==> config.mk <==
export PLATFORM = sky130hd
export DESIGN_NAME = axi_lite_wr_ctrl_flat
export DESIGN_NICKNAME = d
export VERILOG_FILES = /design/src/rtl/axi_lite_wr_ctrl_if.sv /design/src/rtl/axi_lite_wr_ctrl.sv /design/src/flat_wrapper.sv
export SDC_FILE = /design/constraint.sdc
export NUM_CORES = 1
export LEC_CHECK = 0
export ABC_AREA = 1
export CAP_MARGIN = 0
export CORE_MARGIN = 3
export CORE_UTILIZATION = 39
export CTS_CLUSTER_DIAMETER = 100
export CTS_CLUSTER_SIZE = 30
export DETAILED_ROUTE_END_ITERATION = 16
export GPL_TIMING_DRIVEN = 0
export PLACE_DENSITY = 0.75
export SYNTH_ARGS = -nofsm -noshare
export SYNTH_HDL_FRONTEND = slang
export SYNTH_SLANG_ARGS = --single-unit
==> constraint.sdc <==
create_clock -name clk -period 1.79 [get_ports clk]
set_clock_uncertainty 0.05 [all_clocks]
set_input_delay 0.4475 -clock clk [delete_from_list [all_inputs] [get_ports clk]]
set_output_delay 0.4475 -clock clk [all_outputs]
set_load 0.02 [all_outputs]
==> src/rtl/axi_lite_wr_ctrl_if.sv <==
// AXI4-Lite write-channel bundle (AW, W and B) shared between an
// interconnect master and the axi_lite_wr_ctrl slave.
//
// Parameters:
//   ADDR_W  AXI byte-address width
//   DATA_W  data width (wstrb is DATA_W/8 bits)
//
// Signals:
//   awaddr/awvalid/awready   write address channel
//   wdata/wstrb/wvalid/wready write data channel
//   bresp/bvalid/bready       write response channel
//
// Modports:
//   master  drives addresses, data and bready
//   slave   drives the readies and the B response
interface axi_lite_wr_ctrl_if #(
  parameter int ADDR_W = 8,
  parameter int DATA_W = 32
);
  logic [ADDR_W-1:0]   awaddr;
  logic                awvalid;
  logic                awready;
  logic [DATA_W-1:0]   wdata;
  logic [DATA_W/8-1:0] wstrb;
  logic                wvalid;
  logic                wready;
  logic [1:0]          bresp;
  logic                bvalid;
  logic                bready;

  modport master (
    output awaddr, awvalid, wdata, wstrb, wvalid, bready,
    input  awready, wready, bresp, bvalid
  );

  modport slave (
    input  awaddr, awvalid, wdata, wstrb, wvalid, bready,
    output awready, wready, bresp, bvalid
  );
endinterface

==> src/rtl/axi_lite_wr_ctrl.sv <==
// AXI4-Lite slave write-channel sequencer for the core register file.
// Accepts the AW and W beats in either order (or together), then issues a
// single-cycle register write strobe and returns a B response that is held
// until the master takes it. The read channel is not handled here.
//
// Parameters:
//   ADDR_W    AXI byte-address width; word index is awaddr[ADDR_W-1:2]
//   DATA_W    data width (32)
//   NUM_REGS  number of implemented registers (address check only)
//
// Ports:
//   clk        clock, all logic on the rising edge
//   rst        asynchronous active-high reset
//   bus        AXI-Lite write channels (slave modport)
//   reg_we     one-cycle register write strobe
//   reg_addr   captured word index
//   reg_wdata  captured write data
//   reg_wstrb  captured byte strobes (passed through unmodified)
//   fsm_state  current state for debug/observation
//   busy       high whenever the sequencer is not idle
//
// Configuration:
//   AXIL_WR_ADDR_CHECK_EN  when defined, a word index >= NUM_REGS returns
//                          SLVERR and suppresses reg_we; otherwise every
//                          transaction answers OKAY and pulses reg_we.
module axi_lite_wr_ctrl #(
  parameter int ADDR_W   = 8,
  parameter int DATA_W   = 32,
  parameter int NUM_REGS = 16
) (
  input  logic                clk,
  input  logic                rst,
  axi_lite_wr_ctrl_if.slave   bus,
  output logic                reg_we,
  output logic [ADDR_W-3:0]   reg_addr,
  output logic [DATA_W-1:0]   reg_wdata,
  output logic [DATA_W/8-1:0] reg_wstrb,
  output logic [1:0]          fsm_state,
  output logic                busy
);

  typedef enum logic [1:0] {
    IDLE         = 2'd0,
    DONE         = 2'd1,
    WAITING_DATA = 2'd2,
    WAITING_ADDR = 2'd3
  } state_t;

  localparam logic [1:0] RESP_OKAY   = 2'b00;
  localparam logic [1:0] RESP_SLVERR = 2'b10;

  state_t            state;
  logic [1:0]        bresp_q;
  logic [ADDR_W-3:0] aw_idx;
  logic              aw_hs;
  logic              w_hs;
  logic              new_ok;
  logic              held_ok;
  logic              unused_addr_bits;

  // Byte offset within a word carries no meaning for word registers.
  assign aw_idx           = bus.awaddr[ADDR_W-1:2];
  assign unused_addr_bits = &{1'b0, bus.awaddr[1:0]};

  // Readies and bvalid are pure decodes of the registered state, so they
  // never depend combinationally on the master's valids.
  assign bus.awready = (state == IDLE) || (state == WAITING_ADDR);
  assign bus.wready  = (state == IDLE) || (state == WAITING_DATA);
  assign bus.bvalid  = (state == DONE);
  assign bus.bresp   = bresp_q;

  assign aw_hs = bus.awvalid && bus.awready;
  assign w_hs  = bus.wvalid && bus.wready;

  assign fsm_state = state;
  assign busy      = (state != IDLE);

  // new_ok judges an address arriving this cycle; held_ok judges the index
  // already captured while waiting for the data beat.
`ifdef AXIL_WR_ADDR_CHECK_EN
  localparam int unsigned NUM_REGS_U = NUM_REGS;
  assign new_ok  = (32'(aw_idx) < NUM_REGS_U);
  assign held_ok = (32'(reg_addr) < NUM_REGS_U);
`else
  localparam int unused_num_regs = NUM_REGS;
  assign new_ok  = 1'b1;
  assign held_ok = 1'b1;
`endif

  // Sequencer. Whichever beat completes the pair moves to DONE and fires
  // reg_we in the same edge, so the strobe lines up with the first DONE
  // cycle. reg_we defaults low every cycle, which makes it a single pulse
  // no matter how long the master stalls bready. bresp is cleared once the
  // response is taken so a stale SLVERR never lingers on an idle bus.
  always_ff @(posedge clk or posedge rst) begin
    if (rst) begin
      state     <= IDLE;
      bresp_q   <= RESP_OKAY;
      reg_we    <= 1'b0;
      reg_addr  <= '0;
      reg_wdata <= '0;
      reg_wstrb <= '0;
    end else begin
      reg_we <= 1'b0;
      case (state)
        IDLE: begin
          if (aw_hs) begin
            reg_addr <= aw_idx;
          end
          if (w_hs) begin
            reg_wdata <= bus.wdata;
            reg_wstrb <= bus.wstrb;
          end
          if (aw_hs && w_hs) begin
            state   <= DONE;
            reg_we  <= new_ok;
            bresp_q <= new_ok ? RESP_OKAY : RESP_SLVERR;
          end else if (aw_hs) begin
            state <= WAITING_DATA;
          end else if (w_hs) begin
            state <= WAITING_ADDR;
          end
        end
        WAITING_DATA: begin
          if (w_hs) begin
            reg_wdata <= bus.wdata;
            reg_wstrb <= bus.wstrb;
            state     <= DONE;
            reg_we    <= held_ok;
            bresp_q   <= held_ok ? RESP_OKAY : RESP_SLVERR;
          end
        end
        WAITING_ADDR: begin
          if (aw_hs) begin
            reg_addr <= aw_idx;
            state    <= DONE;
            reg_we   <= new_ok;
            bresp_q  <= new_ok ? RESP_OKAY : RESP_SLVERR;
          end
        end
        DONE: begin
          if (bus.bready) begin
            state   <= IDLE;
            bresp_q <= RESP_OKAY;
          end
        end
        default: state <= IDLE;
      endcase
    end
  end

endmodule

==> src/flat_wrapper.sv <==
// flat-port wrapper written by rule: the top's interface ports become plain ports
module axi_lite_wr_ctrl_flat 
#(
  parameter int ADDR_W   = 8,
  parameter int DATA_W   = 32,
  parameter int NUM_REGS = 16
)
  (clk, rst, reg_we, reg_addr, reg_wdata, reg_wstrb, fsm_state, busy, bus_awaddr, bus_awvalid, bus_wdata, bus_wstrb, bus_wvalid, bus_bready, bus_awready, bus_wready, bus_bresp, bus_bvalid);
  axi_lite_wr_ctrl_if #(.ADDR_W(ADDR_W), .DATA_W(DATA_W)) bus_i ();
  input  logic clk;
  input  logic rst;
  output logic reg_we;
  output logic [ADDR_W-3:0] reg_addr;
  output logic [DATA_W-1:0] reg_wdata;
  output logic [DATA_W/8-1:0] reg_wstrb;
  output logic [1:0] fsm_state;
  output logic busy;
  input wire logic [$bits(bus_i.awaddr)-1:0] bus_awaddr;
  input wire logic [$bits(bus_i.awvalid)-1:0] bus_awvalid;
  input wire logic [$bits(bus_i.wdata)-1:0] bus_wdata;
  input wire logic [$bits(bus_i.wstrb)-1:0] bus_wstrb;
  input wire logic [$bits(bus_i.wvalid)-1:0] bus_wvalid;
  input wire logic [$bits(bus_i.bready)-1:0] bus_bready;
  output wire logic [$bits(bus_i.awready)-1:0] bus_awready;
  output wire logic [$bits(bus_i.wready)-1:0] bus_wready;
  output wire logic [$bits(bus_i.bresp)-1:0] bus_bresp;
  output wire logic [$bits(bus_i.bvalid)-1:0] bus_bvalid;
  assign bus_i.awaddr = bus_awaddr;
  assign bus_i.awvalid = bus_awvalid;
  assign bus_i.wdata = bus_wdata;
  assign bus_i.wstrb = bus_wstrb;
  assign bus_i.wvalid = bus_wvalid;
  assign bus_i.bready = bus_bready;
  assign bus_awready = bus_i.awready;
  assign bus_wready = bus_i.wready;
  assign bus_bresp = bus_i.bresp;
  assign bus_bvalid = bus_i.bvalid;
  axi_lite_wr_ctrl #(.ADDR_W(ADDR_W), .DATA_W(DATA_W), .NUM_REGS(NUM_REGS)) u_core (.clk(clk), .rst(rst), .bus(bus_i), .reg_we(reg_we), .reg_addr(reg_addr), .reg_wdata(reg_wdata), .reg_wstrb(reg_wstrb), .fsm_state(fsm_state), .busy(busy));
endmodule
* Word level (Yosys, flattened, before mapping)
Cells that the tools add are included.
** Storage, ports and cells
- Bits in registers :: 47
- Bits of input ports :: 49
- Output and inout bits :: 51
- Word-level logic and storage cells :: 42
** Operators by class
- Equality and inequality tests :: 8
- Mux-type cells :: 15
- Reduce and logical (&&, ||, !) cells :: 13
** Operators by type and width (count)
- two-way mux 2 bit :: 9
- one-hot mux 2 bit (4 select lines) :: 2
- AND reduction 4 bit :: 2
- equality test 2 bit (second input constant) :: 2
- inequality test 2 x 1 -> 1 bit (second input constant) :: 2
- inequality test 2 bit (second input constant) :: 2
- inequality test 4 x 2 -> 1 bit (second input constant) :: 1
- AND reduction 2 bit :: 2
- OR reduction 2 bit :: 2
- logical AND 1 bit :: 3
- two-way mux 1 bit :: 3
- one-hot mux 1 bit (3 select lines) :: 1
- equality test 2 x 1 -> 1 bit (second input constant) :: 1
- zero test 2 bit :: 1
- logical OR 1 bit :: 2
- nonzero test 2 bit :: 1

* Depth between registers and ports, before layout
- Depth after elaboration :: 7
- Depth in mapped cells :: 9
- Mapped depth without buffers :: 8

* Worst setup path after synthesis
No wires, ideal clock.
- Path kind :: reg-to-output
- Start point :: register u_core.state[0] (netlist: u_core.fsm_state[0])
- End point :: output bus_wready
- Arrival :: 1.170 ns
- Required time :: 1.292 ns
- Slack :: 0.123 ns
- Cell stages (with the launch flop) :: 5
- Buffers on the path :: 0
- Path through :: dfrtp_1 -> inv_1 -> ha_1 -> nor2_2 -> inv_1
** Between the ends
- Cells in the longest elaborated chain, start to end :: 2
- Elaborated cells between the ends (all ways) :: 3
** Ends and longest elaborated chain
- start: declaration :: RTL line axi_lite_wr_ctrl.sv:52 : state_t state;
- start signal: assignment :: RTL line axi_lite_wr_ctrl.sv:97 : state <= IDLE;
- start signal: assignment :: RTL line axi_lite_wr_ctrl.sv:115 : state <= DONE;
- start signal: assignment :: RTL line axi_lite_wr_ctrl.sv:119 : state <= WAITING_DATA;
- equality test 2 bit / zero test 2 bit (equally long branches) :: RTL line axi_lite_wr_ctrl.sv:68 : assign bus.wready = (state == IDLE) || (state == WAITING_DATA);
- logical OR 1 bit (*) :: RTL line axi_lite_wr_ctrl.sv:68
- end: declaration :: RTL line flat_wrapper.sv:25 : output wire logic [$bits(bus_i.wready)-1:0] bus_wready;
Mark *: on every way between the ends. The rest lies on a longest branch, timed or not.

* Worst setup path in the final report
- Start point :: register u_core.state[1] (netlist: u_core.fsm_state[1])
- End point :: output bus_bvalid
** Between the ends
- Cells in the longest elaborated chain, start to end :: 1
** Ends and longest elaborated chain
- equality test 2 x 1 -> 1 bit :: RTL line axi_lite_wr_ctrl.sv:69 : assign bus.bvalid = (state == DONE);
- end: declaration :: RTL line flat_wrapper.sv:27 : output wire logic [$bits(bus_i.bvalid)-1:0] bus_bvalid;
Every way passes these cells.

==> impl_results.md <==
- Status: complete, but fails checks
- Failing checks: negative setup slack
- Worst skew pair latency: 0.29 ns
- CTS tree: yes
- Core area: 0.004564 mm^2
- Startpoint types: flip-flop
- Via count: 1751
- Fmax: 555.6 MHz
- Layout cells sized above 1: 11.57%
- Switching share of power: 41.89%
- IO Count: 100
- Slew HR: 64.50%
- Synthesis-to-finish area growth: 66.52%
- Clock sinks: 45
- Drt via density: 4.356
- GPL Wtd Cong: 0.8327
- Die W: 76.38 um
- Syn. warnings: 0
- Post-synth cell types: 17
- Syn_area_per_cell: 8.586 um^2
- M1 wire length: 2.117 mm
- Design Power: 5.697 mW
- Buffers added on ports: 95
- Worst Tran Pin Value: 0.5317 ns
- Arr. time, crit path: 1.30 ns
- Post-synth top area cell: dfrtp_1
- PD cells: 1771 mW/mm^2
- Clock Pin Slew Worst Setup and Hold Paths: 0.08 ns
- Drt first pass iters: 4
- Synth area leaders: dfrtp_1, nand2_1, ha_1, buf_6, inv_1
- Initial antenna violation count: 0
- Min-delay worst type: flip-flop to flip-flop
- Post-Syn Area: 0.001932 mm^2
- Total length of routed met2 wires: 2.394 mm
- WL/cell: 12.08 um
- CTS root buf: clkbuf_8
- Leak Pwr: 1.854 nW
- # setup viols final: 2
- GR Util All Layers: 17.58%
- Die H: 76.38 um
- Fill count: 391
- WL final: 4.858 mm
- Longest Clk Path Bufs: 2
- Post-synth top area share: 58.29%
- Post-Syn Instances: 225
- Yosys reg bits: 45
- Minimum clock period: 1.800 ns
- Unrepaired setup endpoints after global routing: yes
- Largest net degree at the start of global routing: 24
- Routed met3 length: 304 um
- Crit Path Category: flip-flop to primary output
- Maximum capacitance violations: 0
- Final HPWL DP: 3.623 mm
- Row cnt: 24
- ANT nets after route: 0
- R2r setup slk: 0.21 ns
- H-tree depth: 2
- Post-Place Worst Slack: -0.3054 ns
- Starting density of the core: 42.32%
- Reg power frac: 30.6%
- # DRC: 0
- Top sig layer: met4
- Nets: 391
- Clk network pwr share: 10.5%
- Placed cell count: 387
- Total gr overflow: 0
- Initial DRC count: 75
- Final period utilization: 100.6%
- Num CTS Buffers: 5
- Design internal power: 3.311 mW
- WHS: 0.4202 ns
- Req. time, crit path: 1.29 ns
- Final Util: 70.48%
- Setup ws final: -0.01000 ns
- Crit. End Element: primary output
- Final Hold Vio Count: 0
- Count of pins over their slew limit: 0
- Net Sw Power: 2.386 mW
- Sequential element share of the synthesized area: 58.29%
- Peak supply drop: 0.9970 mV
- Die ar.: 0.005834 mm^2
- First-pass GRT wire length: 8.280 mm
- Fin cells: 402
- Vias in the first global route: 1683
- Ant. Diodes: 0
- Worst-path maximum fanout: 4
- Comb pwr share: 58.9%
[power by group through the flow]
stage | clock, mW | sequential, mW | combinational, mW
6_report | 0.601 | 1.74 | 3.35
5_1_grt | 0.676 | 1.81 | 3.65
4_1_cts | 0.627 | 1.75 | 3.32
3_5_place_dp | 0 | 1.78 | 3.23
3_3_place_gp | 0 | 1.76 | 3.18
2_1_floorplan | 0 | 2.38 | 1.14
[routing by layer]
layer  GRT usage, %  vias up
met5              0        -
met4          3.804        0
met3          4.846        5
met2          29.70       60
met1          22.53      795
li1               -      891
[cell usage after synthesis]
cell / count
nor2_1: 4
buf_2: 2
a21oi_1: 1
inv_1: 11
nor3_1: 1
nand2_1: 137
nand3_1: 3
nor2_4: 2
buf_6: 5
ha_1: 6
buf_4: 2
a21boi_1: 1
conb_1: 1
nor2_2: 1
o21ai_0: 2
inv_2: 1
dfrtp_1: 45
[cells in the final DEF (no fill, tap or decap), types with 3 or more instances in the layout]
master | netlist | final
clkdlybuf4s50_1 | 0 | 67
dfrtp_1 | 45 | 45
buf_2 | 2 | 4
ha_1 | 6 | 3
clkbuf_8 | 0 | 5
nor2_4 | 2 | 3
nor2_1 | 4 | 4
ha_4 | 0 | 3
nand2_1 | 137 | 137
buf_4 | 2 | 10
inv_1 | 11 | 7
inv_2 | 1 | 4
dlymetal6s2s_1 | 0 | 22
buf_6 | 5 | 6
nand3_1 | 3 | 3
[worst max-delay path, stage by stage (launching register included)]
cell and delay [ns]:
dfrtp_1 0.43, inv_2 0.11, buf_4 0.14, ha_1 0.18, buf_4 0.16
[area by class of cell]
type | instances | area, um^2 | area share [%]
clock buffers | 6 | 72.57 | 2.256
multi-input cells | 160 | 725.7 | 22.56
plain buffers | 9 | 81.33 | 2.528
inverters | 12 | 47.55 | 1.478
clock inverters | 2 | 10.01 | 0.3112
flip-flops and latches | 45 | 1126 | 35.01
well taps | 65 | 81.33 | 2.528
repair buffers | 103 | 1072 | 33.33
[stage by stage]
step / setup TNS [ns] / area (um^2)
2_1_floorplan: 0 / 1936
3_3_place_gp: -32.18 / 2968
3_5_place_dp: -0.8161 / 2995
4_1_cts: -0.03585 / 3114
5_1_grt: -0.1438 / 3217
6_report: -0.01564 / 3217
[flip-flops by register name, summed over array words and instances (netlist names)]
register and count:
u_core.fsm_state 2, u_core.reg_addr 6, u_core.reg_wdata 32, u_core.reg_we 1, u_core.reg_wstrb 4
[timing repair]
action,CTS,global route
gates resized for setup,24,29
pin swaps,1,2
setup buffers,3,4
hold buffers,0,0
setup endpoints to repair,6,25
endpoints found under the hold margin,0,0
[path summary, 6_finish.rpt]
check	from	cells past startpoint	to
max	u_core.fsm_state[1]$_DFFE_PP0P_	4	bus_bvalid
min	u_core.reg_addr[2]$_DFFE_PP0P_	2	u_core.reg_addr[2]$_DFFE_PP0P_
max reg2reg	u_core.fsm_state[1]$_DFFE_PP0P_	9	u_core.reg_wdata[0]$_DFFE_PP0P_
min reg2reg	u_core.reg_addr[2]$_DFFE_PP0P_	2	u_core.reg_addr[2]$_DFFE_PP0P_
max in group asynchronous	rst	3	u_core.reg_addr[0]$_DFFE_PP0P_
min in group asynchronous	rst	2	u_core.reg_wdata[8]$_DFFE_PP0P_
[logic make-up after synthesis]
kind of cell | count (synthesis) | synth area share [%]
simple gates | 148 | 29.92
flops | 45 | 58.29
buf+inv | 21 | 6.541
fa+ha+maj | 6 | 3.886
compound gates | 4 | 1.166
other cells | 1 | 0.1941
Power figures use the tool's default switching activity.
==> patch, RTL diff (same flow settings) <==
`ADDR_W` is set to 8 in 3 places; all go to 9.
--- a/src/rtl/axi_lite_wr_ctrl_if.sv
+++ b/src/rtl/axi_lite_wr_ctrl_if.sv
@@ -14,7 +14,7 @@
 //   master  drives addresses, data and bready
 //   slave   drives the readies and the B response
 interface axi_lite_wr_ctrl_if #(
-  parameter int ADDR_W = 8,
+  parameter int ADDR_W = 9,
   parameter int DATA_W = 32
 );
   logic [ADDR_W-1:0]   awaddr;
--- a/src/rtl/axi_lite_wr_ctrl.sv
+++ b/src/rtl/axi_lite_wr_ctrl.sv
@@ -24,7 +24,7 @@
 //                          SLVERR and suppresses reg_we; otherwise every
 //                          transaction answers OKAY and pulses reg_we.
 module axi_lite_wr_ctrl #(
-  parameter int ADDR_W   = 8,
+  parameter int ADDR_W   = 9,
   parameter int DATA_W   = 32,
   parameter int NUM_REGS = 16
 ) (
--- a/src/flat_wrapper.sv
+++ b/src/flat_wrapper.sv
@@ -1,7 +1,7 @@
 // flat-port wrapper written by rule: the top's interface ports become plain ports
 module axi_lite_wr_ctrl_flat 
 #(
-  parameter int ADDR_W   = 8,
+  parameter int ADDR_W   = 9,
   parameter int DATA_W   = 32,
   parameter int NUM_REGS = 16
 )
Ports: changed (resized bus_awaddr and reg_addr); port bits go from 100 to 102. No check against the original RTL was run, so the function may have changed too.
==> patch against the unedited design <==
  * Final cell count grew 1.2%
  * Sequential power grew 3%
  * Maximum frequency is 2.3% higher
  * Setup slack gained 41 ps
  * Routed wire length grew 0.82%
  * Sequential cell count up 1
  * Count of clock-buffer cells in the layout did not move
  * Global-route usage down 1.1 points
  * Power grew 6.3%
  * Via count up 0.11%
  * Synthesized area grew 1.7%
  * Final area is 3.9% higher
  * Critical path type unchanged
==> patch: results (changes against the unedited design) <==
* Status: finished, final reports clean
* Synth top area cells: dfrtp_1, nand2_1, ha_1
* Biggest regs: u_core.reg_wdata: 32 flops, u_core.reg_addr: 7 flops, u_core.reg_wstrb: 4 flops
* DP HPWL at 3.425 mm (-5.5%)
* Top_reg_cell synth: dfrtp_1
* Total GRT Usage at 16.45% (-1.1 points)
* I/O Buffers at 97 (+2.1%)
* Root buffer cell: clkbuf_8
* Fin nets at 395 (+1.0%)
* Largest net degree at the start of global routing at 25 (+4.2%)
* Clk buf depth at 2 (unchanged)
* Routability congestion estimate at 0.8248 (-0.95%)
* Layout cells sized above 1 at 11.47% (-0.10 points)
* Number of detailed-route iterations in the first pass at 4 (unchanged)
* Diode count at 0 (unchanged)
* Area after DPL at 3052 sq um (+1.9%)
* Normalized max-slew margin at 63.92% (-0.58 points)
* Total grt overflow at 0 (unchanged)
* Top cells by count, synth: nand2_1, dfrtp_1, inv_1
* Starting DRC count in detailed routing at 71 (-5.3%)
* Avg WL per Cell at 12.03 um (-0.42%)
* Met1 Usage GRT at 19.85% (-2.7 points)
* Max FO, Critical Path at 5 (+1)
* Maximum vdd drop at 1.221 mV (+22%)
* Hold Path Class: flip-flop to flip-flop
* DR vias at 1753 (+0.11%)
* First-pass GRT wire length at 7.879 mm (-4.8%)
* Sequential element share of the synthesized area at 58.56% (+0.27 points)
* Lkg Pwr at 2.037 nW (+9.8%)
* Critical Path AT at 1260 ps (-40 ps)
* GRT met2 Usage at 28.14% (-1.6 points)
* Vias in the first global route at 1724 (+2.4%)
* Slowest CP cell: dfrtp_2
* Met3 usage at 5.634% (+0.79 points)
==> patch: cell families (layout without fill, tap and decap cells) <==
family | after synthesis | count (layout) | synth area share (%)
AOI/OAI and AO/OA | 4 | 4 | 1.146
adders and majority gates | 6 | 6 | 3.819
buffers and inverters | 22 | 131 | 6.683
DFF | 46 | 46 | 58.56
other | 1 | 2 | 0.1908
and+or+nand+nor | 151 | 151 | 29.60
==> patch: worst paths after layout <==
check / start / slack [ps] / cells past startpoint / end
worst max-delay path: u_core.fsm_state[0] / 30 / 3 / bus_bvalid
worst min register to register: u_core.reg_wdata[17] / 420 / 2 / u_core.reg_wdata[17]
min in group asynchronous: rst / 460 / 2 / u_core.reg_wdata[26]
worst max register to register: u_core.fsm_state[1] / 190 / 7 / u_core.reg_addr[5]
max in group asynchronous: rst / 730 / 3 / u_core.reg_wdata[18]
worst min-delay path: u_core.reg_wdata[17] / 420 / 2 / u_core.reg_wdata[17]
==> patch: area by class of cell <==
class	instances	area [sq um]
Buffer	10	86.33
Clock buffer	6	82.58
Clock inverter	2	60.06
Fill cell	383	1444
Inverter	12	50.05
Multi-Input combinational cell	163	729.5
Sequential cell	46	1154
Tap cell	67	83.83
Timing Repair Buffer	101	1096
==> patch: power by group <==
| part | internal [W] | total [W] | leakage, nW | switching, W |
|---|---|---|---|---|
| combinational | 0.00149 | 0.00332 | 1.40 | 0.00183 |
| sequential | 0.00154 | 0.00179 | 0.568 | 0.000248 |
| clock | 0.000595 | 0.000942 | 0.0714 | 0.000347 |
| total | 0.00362 | 0.00605 | 2.04 | 0.00243 |
==> patch: repair_timing <==
item / in CTS / in global routing
setup buffers: 3 / 0
gates resized for setup: 27 / 43
pin swaps: 1 / 2
endpoints found under the hold margin: 0 / 0
setup endpoints to repair: 6 / 40
hold buffers: 0 / 0
cloned: 0 / 0
==> patch: worst min-delay path, stage by stage (launching register included) <==
cell and delay, ps:
dfrtp_1 340, nand2_1 50, nand2_1 50
==> patch: metrics by stage <==
stage          setup slack [ps]  instances
3_5_place_dp             -308.0        396
4_1_cts                  -9.978        407
2_1_floorplan             122.7        231
3_3_place_gp             -752.4        395
6_report                  31.13        407
5_1_grt                  -14.38        407
==> patch: routing by layer <==
| metal | vias up | wire, um |
|---|---|---|
| met5 | - | 0 |
| met2 | 58 | 2390 |
| met1 | 792 | 2176 |
| met4 | 0 | 38 |
| met3 | 4 | 292 |
| li1 | 899 | - |
